`src/rtl/fifo_pkg.sv`:
```
// Shared widths and reader FSM encoding for the FIFO reader slice.
package fifo_pkg;

    localparam int DEF_FIFO_WIDTH = 16;
    localparam int DEF_CNT_WIDTH  = 16;
    localparam int SKID_DEPTH     = 2;

    typedef enum logic [1:0] {
        IDLE = 2'd0,
        RUN  = 2'd1,
        STOP = 2'd2
    } reader_state_e;

endpackage

```
`src/rtl/fifo_reader_if.sv`:
```
// FIFO read port plus downstream valid/ready stream for the FIFO reader.
interface fifo_reader_if #(
    parameter int FIFO_WIDTH = fifo_pkg::DEF_FIFO_WIDTH
);
    logic                  rd_en;
    logic [FIFO_WIDTH-1:0] data_out;
    logic                  empty;
    logic                  underflow;
    logic [FIFO_WIDTH-1:0] out_data;
    logic                  out_valid;
    logic                  out_ready;

    modport master (
        output rd_en, out_data, out_valid,
        input  data_out, empty, underflow, out_ready
    );

    modport slave (
        input  rd_en, out_data, out_valid,
        output data_out, empty, underflow, out_ready
    );
endinterface

```
`src/rtl/fifo_reader_skid.sv`:
```
// Purpose: 2-entry in-order landing buffer between FIFO read data and the stream.
// Latency: a pushed word is visible at head the cycle after the push.
// Backpressure: caller must not push into a full buffer unless it pops in the same cycle.
module fifo_reader_skid
    import fifo_pkg::*;
#(
    parameter int FIFO_WIDTH = DEF_FIFO_WIDTH
) (
    input  logic                  clk,
    input  logic                  rst,
    input  logic                  push,
    input  logic [FIFO_WIDTH-1:0] push_data,
    input  logic                  pop,
    output logic [FIFO_WIDTH-1:0] head,
    output logic [1:0]            occupancy
);
    logic [FIFO_WIDTH-1:0] ent0;
    logic [FIFO_WIDTH-1:0] ent1;
    logic                  pop_ok;
    logic                  push_ok;

    assign pop_ok  = pop && (occupancy != 2'd0);
    assign push_ok = push && ((occupancy != 2'(SKID_DEPTH)) || pop_ok);
    assign head    = ent0;

    // ent0 is always the oldest word; ent1 only holds data when two are buffered.
    always_ff @(posedge clk or posedge rst) begin
        if (rst) begin
            ent0      <= '0;
            ent1      <= '0;
            occupancy <= 2'd0;
        end else begin
            case ({push_ok, pop_ok})
                2'b10: begin
                    if (occupancy == 2'd0) ent0 <= push_data;
                    else                   ent1 <= push_data;
                    occupancy <= occupancy + 2'd1;
                end
                2'b01: begin
                    ent0      <= ent1;
                    occupancy <= occupancy - 2'd1;
                end
                2'b11: begin
                    if (occupancy == 2'd2) begin
                        ent0 <= ent1;
                        ent1 <= push_data;
                    end else begin
                        ent0 <= push_data;
                    end
                end
                default: ;
            endcase
        end
    end
endmodule

```
`src/rtl/fifo_reader.sv`:
```
// Purpose: drains a 1-cycle-latency FIFO into a valid/ready stream under an enable FSM.
// Latency: first out_valid 2 cycles after rd_en; one word per cycle in steady state.
// Backpressure: reads are credit-limited so buffered plus inflight words never exceed 2.
module fifo_reader
    import fifo_pkg::*;
#(
    parameter int FIFO_WIDTH = DEF_FIFO_WIDTH,
    parameter int CNT_WIDTH  = DEF_CNT_WIDTH
) (
    input  logic                 clk,
    input  logic                 rst,
    input  logic                 enable,
    fifo_reader_if.master        bus,
    output logic [CNT_WIDTH-1:0] rd_count,
    output logic                 underflow_err,
    output logic                 busy
);
    reader_state_e state;
    reader_state_e state_nxt;
    logic          inflight;
    logic          rd_en_c;
    logic          pop;
    logic          push;
    logic [1:0]    occupancy;
    logic [2:0]    committed;

    assign pop       = bus.out_valid && bus.out_ready;
    assign push      = inflight && !bus.underflow;
    assign committed = {1'b0, occupancy} + {2'b00, inflight} - {2'b00, pop};

    fifo_reader_skid #(
        .FIFO_WIDTH(FIFO_WIDTH)
    ) u_skid (
        .clk       (clk),
        .rst       (rst),
        .push      (push),
        .push_data (bus.data_out),
        .pop       (pop),
        .head      (bus.out_data),
        .occupancy (occupancy)
    );

    assign bus.out_valid = (occupancy != 2'd0);
    assign bus.rd_en     = rd_en_c;

    always_comb begin
        state_nxt = state;
        rd_en_c   = 1'b0;
        busy      = 1'b1;
        case (state)
            IDLE: begin
                busy = 1'b0;
                if (enable) state_nxt = RUN;
            end
            RUN: begin
                // A word landing after a pop frees its slot, so pop returns a credit now.
                rd_en_c = !bus.empty && (committed < 3'(SKID_DEPTH));
                if (!enable) state_nxt = STOP;
            end
            STOP: begin
                if (enable)                                 state_nxt = RUN;
                else if (!inflight && (occupancy == 2'd0)) state_nxt = IDLE;
            end
            default: state_nxt = IDLE;
        endcase
    end

    always_ff @(posedge clk or posedge rst) begin
        if (rst) begin
            state         <= IDLE;
            inflight      <= 1'b0;
            rd_count      <= '0;
            underflow_err <= 1'b0;
        end else begin
            state    <= state_nxt;
            inflight <= rd_en_c;
            if (push)          rd_count      <= rd_count + CNT_WIDTH'(1);
            if (bus.underflow) underflow_err <= 1'b1;
        end
    end
endmodule
```
`src/flat_wrapper.sv`:
```
// flat-port wrapper written by rule: the top's interface ports become plain ports
module fifo_reader_flat import fifo_pkg::*;
#(
    parameter int FIFO_WIDTH = DEF_FIFO_WIDTH,
    parameter int CNT_WIDTH  = DEF_CNT_WIDTH
)
  (clk, rst, enable, rd_count, underflow_err, busy, bus_rd_en, bus_out_data, bus_out_valid, bus_data_out, bus_empty, bus_underflow, bus_out_ready);
  fifo_reader_if #(.FIFO_WIDTH(FIFO_WIDTH)) bus_i ();
  input  logic clk;
  input  logic rst;
  input  logic enable;
  output logic [CNT_WIDTH-1:0] rd_count;
  output logic underflow_err;
  output logic busy;
  output wire logic [$bits(bus_i.rd_en)-1:0] bus_rd_en;
  output wire logic [$bits(bus_i.out_data)-1:0] bus_out_data;
  output wire logic [$bits(bus_i.out_valid)-1:0] bus_out_valid;
  input wire logic [$bits(bus_i.data_out)-1:0] bus_data_out;
  input wire logic [$bits(bus_i.empty)-1:0] bus_empty;
  input wire logic [$bits(bus_i.underflow)-1:0] bus_underflow;
  input wire logic [$bits(bus_i.out_ready)-1:0] bus_out_ready;
  assign bus_rd_en = bus_i.rd_en;
  assign bus_out_data = bus_i.out_data;
  assign bus_out_valid = bus_i.out_valid;
  assign bus_i.data_out = bus_data_out;
  assign bus_i.empty = bus_empty;
  assign bus_i.underflow = bus_underflow;
  assign bus_i.out_ready = bus_out_ready;
  fifo_reader #(.FIFO_WIDTH(FIFO_WIDTH), .CNT_WIDTH(CNT_WIDTH)) u_core (.clk(clk), .rst(rst), .enable(enable), .bus(bus_i), .rd_count(rd_count), .underflow_err(underflow_err), .busy(busy));
endmodule
```
`config.mk`:
```
export PLATFORM = sky130hd
export DESIGN_NAME = fifo_reader_flat
export DESIGN_NICKNAME = d
export VERILOG_FILES = /design/src/rtl/fifo_pkg.sv /design/src/rtl/fifo_reader_if.sv /design/src/rtl/fifo_reader_skid.sv /design/src/rtl/fifo_reader.sv /design/src/flat_wrapper.sv
export SDC_FILE = /design/constraint.sdc
export NUM_CORES = 1
export LEC_CHECK = 0
export BUFFER_PORTS_ARGS = -buffer_cell sky130_fd_sc_hd__buf_2
export CORE_UTILIZATION = 47
export CTS_CLUSTER_SIZE = 20
export DETAILED_ROUTE_END_ITERATION = 10
export PLACE_DENSITY_LB_ADDON = 0.2
export SLEW_MARGIN = 25
export SYNTH_ARGS = -nofsm -noshare
export SYNTH_HDL_FRONTEND = slang
export SYNTH_SLANG_ARGS = --single-unit
export TNS_END_PERCENT = 100
```
`constraint.sdc`:
```
create_clock -name clk -period 2.7 [get_ports clk]
set_clock_uncertainty 0.05 [all_clocks]
set_input_delay 0.675 -clock clk [delete_from_list [all_inputs] [get_ports clk]]
set_output_delay 0.675 -clock clk [all_outputs]
set_load 0.05 [all_outputs]
```
==> results of run 1 <==
flip-flops by register name (all words and copies together) (netlist names):
register and count:
u_core.inflight 1, u_core.underflow_err 1, u_core.rd_count 16, u_core.u_skid.head 16
u_core.u_skid.occupancy 2, u_core.u_skid.ent1 16, u_core.state 2
Yosys cell counts, drive strengths merged:
| master | number | share of area (%) |
|---|---|---|
| mux2 | 16 | 7.8 |
| nor4b | 1 | 0.38 |
| nand4 | 4 | 1.1 |
| a21o | 1 | 0.38 |
| inv | 19 | 3.1 |
| o21bai | 1 | 0.33 |
| and4 | 1 | 0.38 |
| or2 | 3 | 0.81 |
| nor2b | 4 | 1.1 |
| or2b | 1 | 0.33 |
| nand3b | 1 | 0.33 |
| nand2b | 2 | 0.54 |
| nand2 | 11 | 1.8 |
| nand3 | 3 | 0.65 |
| nor3 | 2 | 0.43 |
| o21a | 1 | 0.33 |
| fa | 1 | 0.87 |
| a21boi | 1 | 0.33 |
| xnor2 | 13 | 4.9 |
| buf | 4 | 1.2 |
| clkbuf | 3 | 0.54 |
| nor2 | 5 | 0.92 |
| and3 | 1 | 0.27 |
| o22ai | 5 | 1.4 |
| dfrtp | 54 | 59 |
| a222oi | 11 | 4.8 |
| a311oi | 1 | 0.38 |
| nor4 | 1 | 0.54 |
| and2b | 1 | 0.38 |
| o21ai | 3 | 0.65 |
| xor2 | 3 | 1.1 |
| a21oi | 9 | 2.1 |
| ha | 2 | 1.1 |
worst register-to-register path: cells and delay by family, from the launching register on:
kind	cells	cell delay [ns]
buffers and inverters	2	0.20
AND/OR/NAND/NOR	2	0.48
XOR/XNOR	1	0.17
flip-flops	1	0.42
AO/OA/AOI/OAI	1	0.16
adder cells (fa/ha/maj)	2	0.62
layout make-up:
class | instances | area share (%)
Timing Repair Buffer | 70 | 13.6
Inverter | 19 | 2.50
Tap cell | 67 | 2.94
Clock buffer | 6 | 2.54
Clock inverter | 1 | 0.263
Sequential cell | 54 | 47.4
Multi-Input combinational cell | 109 | 30.7
repair_timing:
item / in CTS / in global routing
hold buffers: 0 / 0
endpoints found under the setup margin: 1 / 1
setup buffers: 1 / 1
cloned: 0 / 0
hold endpoints to repair: 0 / 0
gates resized for setup: 2 / 0
pin swaps: 1 / 0
kinds of logic (layout without fill, tap and decap cells):
| family | after synthesis | in the layout | share of synthesized area [%] |
|---|---|---|---|
| compound gates | 33 | 33 | 10.6 |
| xor+xnor | 16 | 16 | 6.08 |
| fa+ha+maj | 3 | 3 | 1.96 |
| buf+inv | 26 | 96 | 4.89 |
| flops | 54 | 54 | 58.7 |
| mux | 16 | 16 | 7.82 |
| simple gates | 41 | 41 | 9.94 |
stage by stage:
stage,instances,util [%],instance area [um2]
after global routing,326,60.4,2850
after global placement,317,58.2,2750
after detailed placement,317,58.2,2750
final,326,60.4,2850
after floorplan,189,-,2340
after CTS,325,60.2,2840
final timing paths:
path                                             end  slack (ns)
min in group asynchronous         u_core.rd_count[9]        0.49
worst max-delay path                       bus_rd_en       -0.41
max in group asynchronous         u_core.rd_count[1]        1.67
worst min-delay path            u_core.underflow_err        0.43
worst max register to register       u_core.inflight        0.55
worst min register to register  u_core.underflow_err        0.43
metal layers:
layer / share of wire, % / track usage [%] / up-vias
met4: 1.1 / 5.23 / 0
met3: 5.7 / 5.83 / 5
met2: 48 / 29.6 / 40
met1: 45 / 23.8 / 775
met5: 0 / 0 / -
li1: - / - / 802
power by group:
part           internal, W  switching (W)  total, W
Combinational     0.000253       0.000615  0.000868
Sequential        0.000970       0.000109   0.00108
Clock             0.000178       0.000239  0.000417
==> results list, run 1 <==
- Outcome: finished with violations
- The checks that failed: negative setup slack.
* Number of fill cells: 416
* Post-detailed-routing wire length: 4.25 mm
* Clock latency on the worst-skew pair: 0.30 ns
- Crit path launch type: register
* CP Buf/Inv Count: 2
- The die covers 0.00518 mm2.
- The worst pin sits at a relative slew slack of 56.1%.
- Average footprint of a synthesized cell: 12.2 um2
- The cell family contributing the most delay on the critical path is adder cells.
- In this run the deepest clock path goes through 2 buffers.
* Max Fclk: 0.321 GHz
- Number of DRC violations after detailed routing: 0
* Critical path data required time: 1.98 ns
- Antenna diode count: 0
- Iteration count of the initial detailed-routing pass: 4
- Final-report setup violation count: 1
- TritonCTS built the clock tree.
- In the final design database the tool counted 284 nets.
- Data arrives at the worst endpoint at 2.39 ns.
- After layout, the minimum clock period comes to 3.11 ns.
- Clock-pin slew on the worst setup and hold paths: 0.09 ns
- Cell variety after synth: 39
- The worst register-to-register path begins at u_core.u_skid.occupancy[0].
- The count of pins over their slew limit is 0.
- H-tree lvl count: 2
- During synthesis, Yosys emitted a total of 0 warnings.
- Post-Place Worst Slack: -0.559 ns
* Cell with the largest stage delay on the worst path: dfrtp_1
- DIE HEIGHT: 72.0 um
- Of the available clock period, the critical path in the final layout requires 115%.
- Area overhead of the layout relative to synthesis: 23.8%
* Seq. cell area: 0.00135 mm2
- Residual antenna-violating net count after detailed routing: 0
- After synthesis the cells add up to 0.00230 mm2.
- In the layout the commonest cells are buf_2 (56), dfrtp_1 (54), inv_1 (18), mux2_2 (16).
- Row cnt: 25
* Root buffer cell: clkbuf_8
- Worst setup path startpoint: u_core.u_skid.occupancy[0]
- Violation count after the first detailed-routing iteration: 98
- Routability-driven placement congestion ratio: 0.719
- Detailed routing inserted a total of 1622 vias.
- Dividing total power by cell area gives a power density of 829 mW/mm2.
- Kind of capture point of the worst setup path: output port
- Across every metal layer, demand over resource in global routing totals 18.3%.
* Leading cell type in the layout, fill and taps excluded: buf_2
- At the pin with the least slew margin, the transition time is 0.659 ns.
- The first global-routing pass estimated 7.26 mm of wire.
- Total Neg Setup Slack: -0.412 ns
- Counting instances, the worst hold path has a depth of 1.
* Core Area: 0.00472 mm2
- Of the cells placed in the final design, the portion with a size suffix greater than 1 is 40.2%.
* Delay contributed by the slowest stage of the critical path: 0.42 ns
- Walking the worst path, the cells encountered are o21ai_4 > inv_1 > ha_1 > or2b_1 > fa_2 > xor2_2 > nor4b_4 > buf_6.
- Input and output buffers added on the ports amount to 57.
* Stages on the worst setup path: 8
- Number of cells produced by synthesis: 189
- Detailed placement finished with a half-perimeter wire length of 3.05 mm.
- Entering global routing, the biggest net connects 55 pins.
- Final hold violations: 0
- Global route overflow: 0
- Vias in the first global route: 1605
* Combined area of the multi-input logic cells: 876 um2
* Category of the critical setup timing path: reg -> out
- The share of the Yosys chip area taken by registers is 58.7%.
- Hold WC Path Type: reg -> reg
- Dividing the detail-routed wire length by the instance count gives 13.0 um.
* Largest vdd supply drop: 0.000552 V
- The number of nets in the synthesized netlist is 214.
- Die Span X: 72.0 um
- Via count normalized by instance count: 4.98
* Clk sink count: 54
- The number of antenna violations at the first check in global routing is 0.
* P_leak: 1.49 nW
* Number of maximum-capacitance constraint violations: 0
- Unrepaired setup endpoints after global routing: true
* Count of boundary I/O pins: 58
* CTS Buf Count: 5
* Worst-case hold slack: 0.426 ns
- In the post-route analysis, the smallest setup slack over all paths is -0.412 ns.
- Biggest fanout along the worst timing path: 2
- The synthesized design contains 54 register bits.
- Starting density of the core: 48.8%
* Worst hold path startpoint: u_core.underflow_err
- The number of cells on the worst reg-to-reg path is 8.
- Power, Total: 0.00236 W
Note: power is estimated with default switching activity, not from simulation.
==> run 2: changes to the inputs <==
--- a/config.mk
+++ b/config.mk
@@ -6,7 +6,8 @@
 export NUM_CORES = 1
 export LEC_CHECK = 0
 export BUFFER_PORTS_ARGS = -buffer_cell sky130_fd_sc_hd__buf_2
-export CORE_UTILIZATION = 47
+export CORE_UTILIZATION = 49
+export CTS_BUF_LIST = sky130_fd_sc_hd__clkbuf_4 sky130_fd_sc_hd__clkbuf_8
 export CTS_CLUSTER_SIZE = 20
 export DETAILED_ROUTE_END_ITERATION = 10
 export PLACE_DENSITY_LB_ADDON = 0.2
==> run 2 against run 1 <==
Compared with the run above:
- the flow finishes with violations (design-rule violations, negative setup slack)
- wire length increased by 3.1%
- non-clock buffer count decreased by 1
- die area decreased by 4.0%
- hold slack got worse by 0.17 ns
- final area increased by 1.5%
- setup slack got worse by 0.063 ns
- via count increased by 1.0%
- sequential share of layout area decreased by 0.72 points
- critical path type unchanged
- largest cell class unchanged
- highest routed layer unchanged
==> results list, run 2 (synthesis gave the netlist of run 1 again) <==
- Final period util: 118% (was 115%)
- Clk sink count: 54 (unchanged)
* Combined area of the multi-input logic cells: 876 um2 (unchanged)
- The number of vias per cell after detailed routing was 5.27 (was 4.98).
- The deepest level of the CTS H-tree is 2 (unchanged).
- Final hold violations: 0 (unchanged)
* Residual antenna-violating net count after detailed routing: 0 (unchanged)
* CTS tree: built (unchanged)
* Global route overflow: 0 (unchanged)
* Root buffer cell: clkbuf_8 (unchanged)
- The number of antenna violations at the first check in global routing is 0 (unchanged).
- Final layout net count: 283 (was 284)
- Hold WC Path Type: in -> async (was reg -> reg)
* Worst-case hold slack: 0.258 ns (was 0.426 ns)
- Critical Path AT: 2.45 ns (was 2.39 ns)
* Total of buffers placed on input and output ports: 57 (unchanged)
- Post-layout min period: 3.18 ns (was 3.11 ns)
* Leading cell type in the layout, fill and taps excluded: buf_2 (unchanged)
- Count of boundary I/O pins: 58 (unchanged)
- The endpoint type of the worst setup path was an output port (unchanged).
* Routability-driven placement congestion ratio: 0.723 (was 0.719)
- Vias in the first global route: 1618 (was 1605)
- HPWL after detailed placement: 3.21 mm (was 3.05 mm)
- The data required time of the critical path is 1.98 ns (about the same).
- Antenna diode count: 0 (unchanged)
* Clock-pin slew on the worst setup and hold paths: 0.09 ns (about the same)
- Violation count after the first detailed-routing iteration: 82 (was 98)
* Die Span X: 70.6 um (was 72.0 um)
* Most used cells in the layout excluding fill and tap cells: buf_2 (56), dfrtp_1 (54), inv_1 (18), mux2_2 (16), xnor2_1 (13) (was buf_2 (56), dfrtp_1 (54), inv_1 (18), mux2_2 (16))
- The later-pin clock latency in the skew report is 0.30 ns (about the same).
- Slew Viols, Final: 0 (unchanged)
- Violated checks: design-rule violations, negative setup slack (was negative setup slack)
- Rel. slew slack: 65.3% (was 56.1%)
* Number of buffers between clock root and the deepest sink: 2 (unchanged)
- The startpoint type of the worst setup path is a register (unchanged).
* Seq. cell area: 0.00135 mm2 (unchanged)
- The global-route wire length before repair was 7.33 mm (was 7.26 mm).
* Biggest fanout along the worst timing path: 2 (unchanged)
- Unrepaired setup endpoints after global routing: true (unchanged).
- Outcome: finished with violations (unchanged)
- The total power density per cell area is 892 mW/mm2 (was 829 mW/mm2).
- The area of the core is 0.00444 mm2 (was 0.00472 mm2).
- Number of DRC violations after detailed routing: 8 (was 0)
* Global-route usage over all layers: 19.0% (was 18.3%)
- Number of fill cells: 368 (was 416)
* DIE HEIGHT: 70.6 um (was 72.0 um)
* Row cnt: 24 (was 25)
* Post-detailed-routing wire length: 4.38 mm (was 4.25 mm)
- Post-layout worst setup margin: -0.475 ns (was -0.412 ns)
- The number of setup violations in the final report is 1 (unchanged).
- The number of hold-repair buffers added at the cts stage was 0 (unchanged).
- Max Fclk: 0.315 GHz (was 0.321 GHz)
- The fraction of final layout cells sized beyond drive strength 1 was 40.5% (was 40.2%).
- The leakage power total was 1.52 nW (was 1.49 nW).
- Starting density of the core: 51.8% (was 48.8%)
- The total clock buffers created by CTS is 5 (unchanged).
* Number of maximum-capacitance constraint violations: 0 (unchanged)
- The slew at the pin with the worst max-slew slack came to 0.517 ns (was 0.659 ns).
* Die outline area: 0.00498 mm2 (was 0.00518 mm2)
- The count of TritonRoute iterations in the first routing pass came to 8 (was 4).
- The routed wire length per instance came to 14.1 um (was 13.0 um).
- The kind of critical path is reg -> out (unchanged).
* Overall via count from detail_route: 1639 (was 1622)
- The total power after layout came to 0.00258 W (was 0.00236 W).
* Area overhead of the layout relative to synthesis: 25.7% (was 23.8%)
- The largest net degree at the start of global routing was 26 (was 55).
- Largest vdd supply drop: 0.000411 V (was 0.000552 V)
[run 2: critical path, cell delays in order, from the launching register on]
cell and delay, ns:
dfrtp_1 0.42, o21ai_4 0.16, inv_1 0.06, ha_1 0.26
or2b_1 0.24, fa_2 0.36, xor2_2 0.17, nor4b_4 0.26
buf_6 0.20
[run 2: metal layers]
metal  vias to the layer above  track usage (%)  share of wire, %
met5                         -                0                 0
met4                         0             5.11              0.94
met3                         6             6.13               5.1
met2                        38             30.9                47
met1                       794             25.0                47
li1                        801                -                 -
[run 2: final cells by class]
cell class,instances,area share [%]
flip-flops and latches,54,46.7
multi-input cells,109,30.3
repair buffers,69,13.6
inverters,19,2.46
clock buffers,5,2.38
clock inverters,3,2.38
well taps,52,2.25
[run 2: final timing paths]
check	slack [ns]	to	from	cells past startpoint
setup / recovery	-0.48	bus_rd_en	u_core.u_skid.occupancy[0]	8
hold / removal	0.26	u_core.rd_count[10]	rst	2
setup reg to reg	0.60	u_core.inflight	u_core.u_skid.occupancy[0]	7
hold reg to reg	0.42	u_core.underflow_err	u_core.underflow_err	1
max in group asynchronous	1.72	u_core.u_skid.ent1[13]	rst	3
min in group clk	0.42	u_core.underflow_err	u_core.underflow_err	1
[run 2: repair_timing]
| item | CTS | global route |
|---|---|---|
| setup endpoints to repair | 1 | 1 |
| gates resized for setup | 2 | 0 |
| setup buffers | 0 | 0 |
| pin swaps | 1 | 0 |
[run 2: metrics by stage]
| step | utilization (%) | setup WS [ns] | setup TNS (ns) | std cells | cell area (um2) |
|---|---|---|---|---|---|
| 2_1_floorplan | - | -0.503 | -0.523 | 189 | 2340 |
| 3_3_place_gp | 61.9 | -0.501 | -0.501 | 303 | 2750 |
| 3_5_place_dp | 61.9 | -0.592 | -0.592 | 303 | 2750 |
| 4_1_cts | 65.1 | -0.493 | -0.493 | 311 | 2900 |
| 5_1_grt | 65.1 | -0.561 | -0.561 | 311 | 2900 |
| 6_report | 65.1 | -0.475 | -0.475 | 311 | 2900 |
[run 2: power by group]
group          leakage (nW)  internal (W)  total [W]  switching, W
sequential            0.709      0.000970    0.00108      0.000109
combinational         0.739      0.000253   0.000870      0.000617
clock                0.0683      0.000371   0.000632      0.000261
total                  1.52       0.00159    0.00258      0.000988
==> run 3: changes to the inputs <==
==> constraint.sdc (replaced) <==
create_clock -name clk -period 2.7 [get_ports clk]
set_clock_uncertainty 0.05 [all_clocks]
set_input_delay 0.675 -clock clk [delete_from_list [all_inputs] [get_ports clk]]
set_output_delay 0.675 -clock clk [all_outputs]
set_load 0.02 [all_outputs]
==> run 3 against run 2 <==
Compared with the run above:
- the flow still finishes with violations (design-rule violations, negative setup slack)
- combinational power down 33%
- sequential share of layout area up 0.47 points
- hold slack better by 0.17 ns
- critical path type unchanged
- largest power group unchanged
- highest routed layer unchanged
==> results list, run 3 (synthesis gave the netlist of run 1 again) <==
- The signed area change from the synthesized netlist to the final layout is 24.4% (was 25.7%).
- The remaining routing DRC violations was 6 (was 8).
- The share of the clock period used by the worst path is 114% (was 118%).
* Global-route usage over all layers: 18.6% (was 19.0%)
- The net count of the finished layout came to 284 (was 283).
- The CTS tree is built (unchanged).
- For hold timing, the worst endpoint is u_core.rd_count[15].
- Final-report setup violation count: 1 (unchanged)
* Largest vdd supply drop: 0.000462 V (was 0.000411 V)
* Total of buffers placed on input and output ports: 57 (unchanged)
- Outcome: finished with violations (unchanged).
* Antenna diode count: 0 (unchanged)
- The worst reg-to-reg path cell count was 8 (was 7).
- Start of the worst register-to-register path: u_core.u_skid.occupancy[0] (unchanged)
- The global route total overflow was 0 (unchanged).
- Starting density of the core: 51.8% (unchanged)
* Via count normalized by instance count: 5.12 (was 5.27)
- Net switching fraction of the power: 31.1% (was 38.3%)
- H-tree lvl count: 2 (unchanged)
* Total power density per cell area: 769 mW/mm2 (was 892 mW/mm2)
- Category of the critical setup timing path: reg -> out (unchanged)
- The clock-pin slew on the worst setup and hold paths was 0.09 ns (about the same).
- The count of TritonRoute iterations in the first routing pass was 8 (unchanged).
- Switching power summed over all nets: 0.000685 W (was 0.000988 W)
- The final-report hold violation count is 0 (unchanged).
* Number of fill cells: 353 (was 368)
* Rel. slew slack: 56.4% (was 65.3%)
- The fraction of final layout cells sized beyond drive strength 1 came to 40.5% (unchanged).
- Overall via count from detail_route: 1593 (was 1639)
* Combined area of the multi-input logic cells: 868 um2 (was 876 um2)
- In this run the most critical hold path is launched from u_core.rd_count[15].
* Unrepaired setup endpoints after global routing: true (unchanged)
* Residual antenna-violating net count after detailed routing: 0 (unchanged)
- Root buffer cell: clkbuf_8 (unchanged)
- Clk sink count: 54 (unchanged)
- HPWL after detailed placement: 3.04 mm (was 3.21 mm)
* Critical Path AT: 2.34 ns (was 2.45 ns)
* Antenna violations before repair: 0 (unchanged)
- Vias in the first global route: 1644 (was 1618)
- Critical path data required time: 1.98 ns (about the same)
- The minimum clock period after layout was 3.07 ns (was 3.18 ns).
- The maximum net fanout on the critical path is 2 (unchanged).
- The register cell area after layout came to 0.00135 mm2 (unchanged).
- Number of maximum-capacitance constraint violations: 0 (unchanged)
* Slew Viols, Final: 0 (unchanged)
- The maximum number of buffers from clock root to sink was 2 (unchanged).
- The worst-case register-to-register setup slack is 0.59 ns (was 0.60 ns).
- The number of ports placed on the die boundary was 58 (unchanged).
- Post-detailed-routing wire length: 4.27 mm (was 4.38 mm)
- The number of hold-repair buffers added at the cts stage was 0 (unchanged).
* P_leak: 1.51 nW (was 1.52 nW)
- The width of the die is 70.6 um (unchanged).
- The sequential fraction of design power was 49.0% (was 41.8%).
- The endpoint type of the worst setup path is an output port (unchanged).
- Violated checks: design-rule violations, negative setup slack (unchanged).
* Fraction of power consumed by the clock network: 24.5% (about the same)
- Most used cells in the layout excluding fill and tap cells: buf_2 (56), dfrtp_1 (54), inv_1 (18), mux2_2 (16) (was buf_2 (56), dfrtp_1 (54), inv_1 (18), mux2_2 (16), xnor2_1 (13)).
- Maximum number of pins on one net before global-route repair: 55 (was 26)
- The total number of placement rows was 24 (unchanged).
* DIE HEIGHT: 70.6 um (unchanged)
- Routability-driven placement congestion ratio: 0.729 (was 0.723)
- The total clock buffers created by CTS is 5 (unchanged).
* Routed wire length per instance: 13.7 um (was 14.1 um)
- The area of the core is 0.00444 mm2 (unchanged).
- The worst hold slack was 0.424 ns (was 0.258 ns).
- Clock latency on the worst-skew pair: 0.30 ns (about the same)
- Violation count after the first detailed-routing iteration: 77 (was 82)
- The achievable clock frequency is 0.326 GHz (was 0.315 GHz).
* Hold WC Path Type: reg -> reg (was in -> async)
- Post-Place Worst Slack: -0.450 ns (was -0.592 ns)
- Along the worst hold path, the cell count comes to 1.
* Crit path launch type: register (unchanged)
- The global-route wire length before repair was 7.16 mm (was 7.33 mm).
- Post-layout worst setup margin: -0.369 ns (was -0.475 ns)
- Portion of total power attributed to combinational logic: 26.5% (was 33.7%)
- The most common library cell in the layout ignoring fill and taps was buf_2 (unchanged).
- Slew at the pin closest to its max-slew limit: 0.654 ns (was 0.517 ns)
- The endpoint of the worst-slack reg-to-reg timing path is u_core.inflight (unchanged).
- Die outline area: 0.00498 mm2 (unchanged)
- The internal portion of total power is 0.00152 W (was 0.00159 W).
## run 3: routing by layer
layer	GRT usage, %	part of all wire, %
met1	21.8	45
met2	32.1	49
met3	5.98	5.0
met4	6.67	1.3
met5	0	0
## run 3: power by group through the flow
stage	Sequential (W)	Combinational (W)	Clock, W
final	0.00108	0.000584	0.000540
after global routing	0.00110	0.000635	0.000582
after CTS	0.00108	0.000592	0.000557
after detailed placement	0.00110	0.000589	0
after global placement	0.00109	0.000575	0
after floorplan	0.00123	0.000248	0
## run 3: what timing repair did
| action | CTS | global route |
|---|---|---|
| hold endpoints to repair | 0 | 0 |
| pin swaps | 1 | 0 |
| setup buffers | 1 | 0 |
| resized for setup | 1 | 0 |
| endpoints found under the setup margin | 1 | 1 |
## run 3: cell type report
type                    instances  area share, %
flip-flops and latches         54           47.1
multi-input cells             109           30.3
repair buffers                 70           13.9
clock buffers                   6           2.88
inverters                      19           2.49
well taps                      52           2.27
clock inverters                 1           1.05
## run 3: worst max-delay path by stage
stage	from	end	slack [ns]	cells after the start
after global routing	u_core.u_skid.occupancy[0]	bus_rd_en	-0.50	8
final	u_core.u_skid.occupancy[0]	bus_rd_en	-0.37	8
after detailed placement	bus_out_ready	bus_rd_en	-0.45	9
after CTS	u_core.u_skid.occupancy[0]	bus_rd_en	-0.39	8
after global placement	bus_out_ready	bus_rd_en	-0.39	9
after floorplan	bus_out_ready	bus_rd_en	-0.26	7
## run 3: stage by stage
step	total power, W	TNS [ns]	std cells	instance area [um2]	utilization [%]
after floorplan	0.00147	-0.255	189	2330	-
after global placement	0.00167	-0.391	303	2740	61.7
after detailed placement	0.00168	-0.450	303	2740	61.7
after CTS	0.00223	-0.389	311	2870	64.5
after global routing	0.00232	-0.496	311	2870	64.5
final	0.00220	-0.369	311	2870	64.5
## run 3: worst max-delay path, stage by stage, from the launching register on
cell and delay (ns):
dfrtp_1 0.40, o21ai_2 0.15, inv_1 0.05, ha_1 0.25, or2b_1 0.24, fa_2 0.35, xor2_2 0.17, nor4b_4 0.24
buf_4 0.19
